File: src/rtl/mem_access_pkg.sv
// Shared definitions for the memory-access stage: opcodes, FSM encoding and decode helpers.
package mem_access_pkg;

    localparam logic [4:0] OP_LD  = 5'h10;
    localparam logic [4:0] OP_ST  = 5'h11;
    localparam logic [4:0] OP_BR  = 5'h12;
    localparam logic [4:0] OP_JMP = 5'h13;

    // Encoding is visible on ESTADO, so the values are fixed.
    typedef enum logic [2:0] {
        ST_IDLE   = 3'd0,
        ST_ACCESS = 3'd1,
        ST_DONE   = 3'd2,
        ST_ERR    = 3'd7
    } state_e;

    function automatic logic is_mem_op(input logic [4:0] op);
        return (op == OP_LD) || (op == OP_ST);
    endfunction

    function automatic logic is_branch_taken(input logic [4:0] op, input logic cond);
        return (op == OP_JMP) || ((op == OP_BR) && cond);
    endfunction

endpackage

File: src/rtl/mem_timeout_ctr.sv
// Access timeout counter: counts cycles while enabled, flags the last allowed cycle.
module mem_timeout_ctr #(
    parameter int unsigned TIMEOUT = 8
) (
    input  logic clk_i,
    input  logic rst_ni,
    input  logic clr_i,
    input  logic en_i,
    output logic tc_o
);

    localparam int unsigned CW = (TIMEOUT > 2) ? $clog2(TIMEOUT) : 1;
    localparam logic [CW-1:0] LAST = CW'(TIMEOUT - 1);

    logic [CW-1:0] count_q, count_d;

    // Next count: clear wins over enable; saturate at the terminal value.
    always_comb begin
        count_d = count_q;
        if (clr_i) begin
            count_d = '0;
        end else if (en_i && (count_q != LAST)) begin
            count_d = count_q + CW'(1);
        end
    end

    // Count register.
    always_ff @(posedge clk_i or negedge rst_ni) begin
        if (!rst_ni) begin
            count_q <= '0;
        end else begin
            count_q <= count_d;
        end
    end

    assign tc_o = (count_q == LAST);

endmodule

File: src/rtl/mem_access.sv
// Memory-access stage: captures execute results, runs a load/store handshake with
// timeout, resolves branches and presents registered results to write-back.
module mem_access
    import mem_access_pkg::*;
#(
    parameter int unsigned ADDR_W  = 16,
    parameter int unsigned DATA_W  = 16,
    parameter int unsigned TIMEOUT = 8
) (
    input  logic              CLK,
    input  logic              RST,
    input  logic              VALID_IN,
    input  logic [31:0]       ALU_IN,
    input  logic [DATA_W-1:0] REG_B_IN,
    input  logic [4:0]        OPCD_IN,
    input  logic [4:0]        ADDR_REG_IN,
    input  logic              OPT_BIT_IN,
    input  logic              COND_IN,
    input  logic [DATA_W-1:0] MEM_RDATA,
    input  logic              MEM_ACK,
    output logic [ADDR_W-1:0] MEM_ADDR,
    output logic [DATA_W-1:0] MEM_WDATA,
    output logic              MEM_RD,
    output logic              MEM_WR,
    output logic [DATA_W-1:0] LMD_OUT,
    output logic [31:0]       ALU_OUT,
    output logic [4:0]        OPCD_OUT,
    output logic [4:0]        ADDR_REG_OUT,
    output logic              OPT_BIT_OUT,
    output logic              BR_TAKEN,
    output logic [ADDR_W-1:0] BR_TARGET,
    output logic              VALID_OUT,
    output logic              BUSY,
    output logic              MEM_ERR,
    output logic [2:0]        ESTADO
);

    state_e state_q, state_d;

    // Captured execute-stage results.
    logic [31:0]       alu_q, alu_d;
    logic [DATA_W-1:0] regb_q, regb_d;
    logic [4:0]        opcd_q, opcd_d;
    logic [4:0]        addr_reg_q, addr_reg_d;
    logic              opt_q, opt_d;
    logic              cond_q, cond_d;
    logic              capture;

    // Registered outputs.
    logic [ADDR_W-1:0] mem_addr_q, mem_addr_d;
    logic [DATA_W-1:0] mem_wdata_q, mem_wdata_d;
    logic              mem_rd_q, mem_rd_d;
    logic              mem_wr_q, mem_wr_d;
    logic [DATA_W-1:0] lmd_q, lmd_d;
    logic              br_taken_q, br_taken_d;
    logic [ADDR_W-1:0] br_target_q, br_target_d;
    logic              valid_out_q, valid_out_d;
    logic              busy_q, busy_d;
    logic              mem_err_q, mem_err_d;

    logic ctr_clr, ctr_en, ctr_tc;

    assign capture = (state_q == ST_IDLE) && VALID_IN;
    assign ctr_en  = (state_q == ST_ACCESS);
    assign ctr_clr = (state_q != ST_ACCESS);

    mem_timeout_ctr #(
        .TIMEOUT(TIMEOUT)
    ) u_timeout_ctr (
        .clk_i (CLK),
        .rst_ni(RST),
        .clr_i (ctr_clr),
        .en_i  (ctr_en),
        .tc_o  (ctr_tc)
    );

    // FSM state register.
    always_ff @(posedge CLK or negedge RST) begin
        if (!RST) begin
            state_q <= ST_IDLE;
        end else begin
            state_q <= state_d;
        end
    end

    // FSM next state; an ACK in the terminal cycle takes priority over the timeout.
    always_comb begin
        state_d = state_q;
        unique case (state_q)
            ST_IDLE: begin
                if (VALID_IN) begin
                    state_d = is_mem_op(OPCD_IN) ? ST_ACCESS : ST_DONE;
                end
            end
            ST_ACCESS: begin
                if (MEM_ACK) begin
                    state_d = ST_DONE;
                end else if (ctr_tc) begin
                    state_d = ST_ERR;
                end
            end
            ST_DONE: state_d = ST_IDLE;
            ST_ERR:  state_d = ST_ERR;
            default: state_d = ST_IDLE;
        endcase
    end

    // Input capture, only while idle; held for the rest of the operation.
    always_comb begin
        alu_d      = alu_q;
        regb_d     = regb_q;
        opcd_d     = opcd_q;
        addr_reg_d = addr_reg_q;
        opt_d      = opt_q;
        cond_d     = cond_q;
        if (capture) begin
            alu_d      = ALU_IN;
            regb_d     = REG_B_IN;
            opcd_d     = OPCD_IN;
            addr_reg_d = ADDR_REG_IN;
            opt_d      = OPT_BIT_IN;
            cond_d     = COND_IN;
        end
    end

    // Output next-values, derived from the state being entered so every output is a flop.
    always_comb begin
        mem_addr_d  = '0;
        mem_wdata_d = '0;
        mem_rd_d    = 1'b0;
        mem_wr_d    = 1'b0;
        lmd_d       = lmd_q;
        br_taken_d  = 1'b0;
        br_target_d = br_target_q;
        valid_out_d = 1'b0;
        busy_d      = (state_d != ST_IDLE);
        mem_err_d   = mem_err_q || (state_d == ST_ERR);

        // Request stays asserted with stable address/data for the whole ACCESS stay.
        if (state_d == ST_ACCESS) begin
            mem_addr_d  = alu_d[ADDR_W-1:0];
            mem_wdata_d = regb_d;
            mem_rd_d    = (opcd_d == OP_LD);
            mem_wr_d    = (opcd_d == OP_ST);
        end

        if ((state_q == ST_ACCESS) && MEM_ACK && (opcd_q == OP_LD)) begin
            lmd_d = MEM_RDATA;
        end

        if (state_d == ST_DONE) begin
            valid_out_d = 1'b1;
            br_taken_d  = is_branch_taken(opcd_d, cond_d);
            br_target_d = alu_d[ADDR_W-1:0];
        end
    end

    // Capture and output registers; reset clears everything, dropping any request at once.
    always_ff @(posedge CLK or negedge RST) begin
        if (!RST) begin
            alu_q       <= '0;
            regb_q      <= '0;
            opcd_q      <= '0;
            addr_reg_q  <= '0;
            opt_q       <= 1'b0;
            cond_q      <= 1'b0;
            mem_addr_q  <= '0;
            mem_wdata_q <= '0;
            mem_rd_q    <= 1'b0;
            mem_wr_q    <= 1'b0;
            lmd_q       <= '0;
            br_taken_q  <= 1'b0;
            br_target_q <= '0;
            valid_out_q <= 1'b0;
            busy_q      <= 1'b0;
            mem_err_q   <= 1'b0;
        end else begin
            alu_q       <= alu_d;
            regb_q      <= regb_d;
            opcd_q      <= opcd_d;
            addr_reg_q  <= addr_reg_d;
            opt_q       <= opt_d;
            cond_q      <= cond_d;
            mem_addr_q  <= mem_addr_d;
            mem_wdata_q <= mem_wdata_d;
            mem_rd_q    <= mem_rd_d;
            mem_wr_q    <= mem_wr_d;
            lmd_q       <= lmd_d;
            br_taken_q  <= br_taken_d;
            br_target_q <= br_target_d;
            valid_out_q <= valid_out_d;
            busy_q      <= busy_d;
            mem_err_q   <= mem_err_d;
        end
    end

    assign MEM_ADDR     = mem_addr_q;
    assign MEM_WDATA    = mem_wdata_q;
    assign MEM_RD       = mem_rd_q;
    assign MEM_WR       = mem_wr_q;
    assign LMD_OUT      = lmd_q;
    assign ALU_OUT      = alu_q;
    assign OPCD_OUT     = opcd_q;
    assign ADDR_REG_OUT = addr_reg_q;
    assign OPT_BIT_OUT  = opt_q;
    assign BR_TAKEN     = br_taken_q;
    assign BR_TARGET    = br_target_q;
    assign VALID_OUT    = valid_out_q;
    assign BUSY         = busy_q;
    assign MEM_ERR      = mem_err_q;
    assign ESTADO       = state_q;

endmodule
File: config.mk
export PLATFORM = sky130hd
export DESIGN_NAME = mem_access
export DESIGN_NICKNAME = d
export VERILOG_FILES = /design/src/rtl/mem_access_pkg.sv /design/src/rtl/mem_timeout_ctr.sv /design/src/rtl/mem_access.sv
export SDC_FILE = /design/constraint.sdc
export NUM_CORES = 1
export LEC_CHECK = 0
export BUFFER_PORTS_ARGS = -buffer_cell sky130_fd_sc_hd__buf_2
export CAP_MARGIN = 20
export CORE_MARGIN = 2
export CORE_UTILIZATION = 45
export CTS_CLUSTER_DIAMETER = 150
export CTS_CLUSTER_SIZE = 40
export DETAILED_ROUTE_END_ITERATION = 8
export PLACE_DENSITY = 0.75
export SLEW_MARGIN = 20
export SYNTH_ARGS = -nofsm -noshare
export SYNTH_HDL_FRONTEND = slang
export SYNTH_SLANG_ARGS = --single-unit
File: constraint.sdc
create_clock -name CLK -period 2.6 [get_ports CLK]
set_clock_uncertainty 0.05 [all_clocks]
set_input_delay 0.26 -clock CLK [delete_from_list [all_inputs] [get_ports CLK]]
set_output_delay 0.26 -clock CLK [all_outputs]
set_load 0.01 [all_outputs]
==> PnR_summary.wiki <==
{| class="wikitable"
! Metric !! Value
|-
| Result of the run || complete, no violations
|-
| Average instance area after synthesis || 14.2 um^2
|-
| Chip Width || 109 um
|-
| Fin util || 0.696
|-
| Number of pins with negative max-slew slack in the final report || 0
|-
| Routability congestion estimate from global placement || 0.743
|-
| Final critical-path share of the clock period || 0.898
|-
| Die Footprint || 11900 um^2
|-
| Summed negative setup slack over all endpoints || 0 ns
|-
| Pin count of the biggest net entering global routing || 70
|-
| Crit path time final || 2.34 ns
|-
| Most common flop cell mapped by yosys || dfrtp_1
|-
| DR vias/cell || 4.75
|-
| Normalized max-slew margin || 0.576
|-
| Register Area || 3400 um^2
|-
| Total number of placement rows || 38
|-
| Layout filler cell count || 728
|-
| Number of levels the H-tree was split into || 4
|-
| Crit path kind || reg -> reg
|-
| Clock Sink Count || 136
|-
| Number of setup buffers added after CTS || 0
|-
| Syn Std Cell Area || 4960 um^2
|-
| Max Fclk || 428 MHz
|-
| Multi-input combinational cell area || 1420 um^2
|-
| Proportion of synthesized chip area in sequential cells || 0.685
|-
| TritonCTS buffer count || 17
|-
| Initial antenna violation count || 0
|-
| Maximum count of clock buffers along a single path || 2
|-
| Worst-case vdd ir drop || 0.000515 V
|-
| Cell variety after synth || 32
|-
| Launching element type of the critical path || flip-flop
|-
| Number of diodes || 0
|-
| Final routed wire length divided by cell count || 15.9 um
|-
| Aggregate global-route resource usage || 0.224
|-
| Count of state elements after synthesis || 136
|-
| Overall overflow remaining after global route || 0
|-
| First-pass iteration count of the detailed router || 4
|-
| Setup repair after global routing missed its margin || no
|-
| Class of the tightest hold or removal check || in -> reg
|-
| Post-cts resize count || 0
|-
| Starting density of the core || 0.460
|-
| Transition time at the pin with the least slew margin || 0.636 ns
|-
| Number of nets in the finished design || 717
|-
| Fraction of synthesized cell area taken by the top area cell type || 0.685
|-
| Yosys warning total || 0
|-
| Post-synthesis async set-or-reset flop share || 1.00
|-
| Commonest cells in the netlist || dfrtp_1, mux2_2, nor2_1
|-
| Maximum fanout along the worst path || 9
|-
| Reg clk slew, reported paths || 0.06 ns
|-
| Data arrival time of the critical path || 2.67 ns
|-
| Cell leakage power || 3.98 nW
|-
| Number of endpoints failing setup at the final stage || 0
|-
| Top area cells in the synthesized netlist || dfrtp_1, mux2_2, mux2i_1, o21ai_0, and3_1
|-
| CP Capture Type || flip-flop
|-
| Total wire length after detailed routing || 12500 um
|-
| Hold Violations, Final || 0
|-
| Cells after Synth || 350
|-
| Max-Cap Viols || 0
|-
| Worst-Skew Late Latency || 0.51 ns
|-
| CP required || 2.94 ns
|-
| Number of design-rule violations left by the first detailed-router iteration || 115
|-
| Most frequent cell after synthesis || dfrtp_1
|-
| Number of top-level pins || 196
|-
| Area added between synthesis and finish || 51.3%
|-
| Net count after synthesis || 432
|-
| TritonCTS clock tree || yes
|-
| Cell type with the largest total area after synthesis || dfrtp_1
|-
| Via count of the first global-routing pass || 3912
|-
| Area of the core region || 10800 um^2
|-
| ANT nets after route || 0
|-
| Count of input and output buffers || 195
|-
| Remaining DRCs || 0
|-
| Ratio of total power to cell area || 776 nW/um^2
|-
| Chip height || 109 um
|-
| Proportion of layout cells with a drive suffix above 1 || 0.456
|-
| Wire length of the first global-routing pass || 19700 um
|-
| Count of flip-flops with a built-in enable after synthesis || 0
|-
| Buffer cell driving the clock tree root || clkbuf_8
|-
| Half-perimeter wire length after placement || 8100 um
|-
| Overall via count from detail_route || 3737
|}
## worst max-delay path, cell delays in order (launching register included)
cell and delay (ns):
dfrtp_1 0.39, ha_1 0.22, ha_1 0.27, or2_2 0.30, a21o_1 0.20, a21oi_2 0.14
or2_1 0.33, buf_4 0.23, o21ai_0 0.08
## per-stage QoR
step | cell area, um^2 | std cells | worst slack, ns | hold slack (ns) | power (mW)
global route | 7510 | 787 | 0.101 | 0.250 | 6.13
global placement | 6150 | 679 | 0.357 | 0.243 | 3.33
floorplan | 4960 | 350 | 0.424 | -0.0856 | 2.94
detailed placement | 6150 | 679 | 0.240 | 0.259 | 3.37
CTS | 7510 | 787 | 0.245 | 0.148 | 5.89
finish | 7510 | 787 | 0.264 | 0.166 | 5.83
## where the power goes
group	total (mW)	switching, mW	internal, mW
Sequential	2.49	0.122	2.37
Combinational	0.931	0.476	0.455
Clock	2.40	0.828	1.58
## worst paths after layout
check,startpoint,endpoint,slack [ns],depth (start not counted)
worst max-delay path,u_timeout_ctr.count_q[0],BR_TARGET[0],0.26,8
worst min-delay path,MEM_ACK,ESTADO[2],0.17,4
worst max register to register,u_timeout_ctr.count_q[0],BR_TARGET[0],0.26,8
worst min register to register,MEM_ERR,MEM_ERR,0.41,1
max in group asynchronous,RST,MEM_WR,1.50,3
min in group asynchronous,RST,LMD_OUT[14],0.29,2
## layout by cell type, fill, tap and decap left out, types with 12 or more instances in the layout
| master | n |
|---|---|
| inv_1 | 18 |
| and3_1 | 16 |
| clkbuf_16 | 16 |
| mux2i_1 | 19 |
| mux2_2 | 59 |
| o21ai_1 | 12 |
| nor2_1 | 25 |
| dlygate4sd3_1 | 77 |
| o21ai_0 | 21 |
| dfrtp_1 | 136 |
| buf_2 | 194 |
## routing by layer
metal	wire length, um	track usage
met5	0	0
met3	1090	0.0819
met1	5070	0.267
met2	6160	0.374
met4	168	0.0788
## state kept, by name, summed over array words and instances (netlist names)
signal,cells
ALU_OUT,32
BR_TARGET,16
LMD_OUT,16
MEM_ADDR,16
MEM_WDATA,16
regb_q,16
ADDR_REG_OUT,5
OPCD_OUT,5
ESTADO,3
u_timeout_ctr.count_q,3
BR_TAKEN,1
BUSY,1
MEM_ERR,1
MEM_RD,1
MEM_WR,1
OPT_BIT_OUT,1
VALID_OUT,1
cond_q,1
## cell type report
cell class	count	area share
Sequential cell	136	0.453
Timing Repair Buffer	282	0.247
Multi-Input combinational cell	179	0.188
Clock buffer	23	0.0595
Tap cell	140	0.0233
Clock inverter	8	0.0195
Inverter	19	0.00950
## what timing repair did
| action | in CTS | in global routing |
|---|---|---|
| hold buffers | 77 | 0 |
| endpoints found under the hold margin | 151 | 0 |
| endpoints found under the setup margin | 0 | 0 |
## logic make-up after synthesis
group	share of synthesized area
AND/OR/NAND/NOR	0.0615
adder cells (fa/ha/maj)	0.00504
buffers and inverters	0.0312
XOR/XNOR	0.00176
multiplexers	0.172
AO/OA/AOI/OAI	0.0428
flip-flops	0.685
Note: power is estimated with default switching activity, not from simulation.
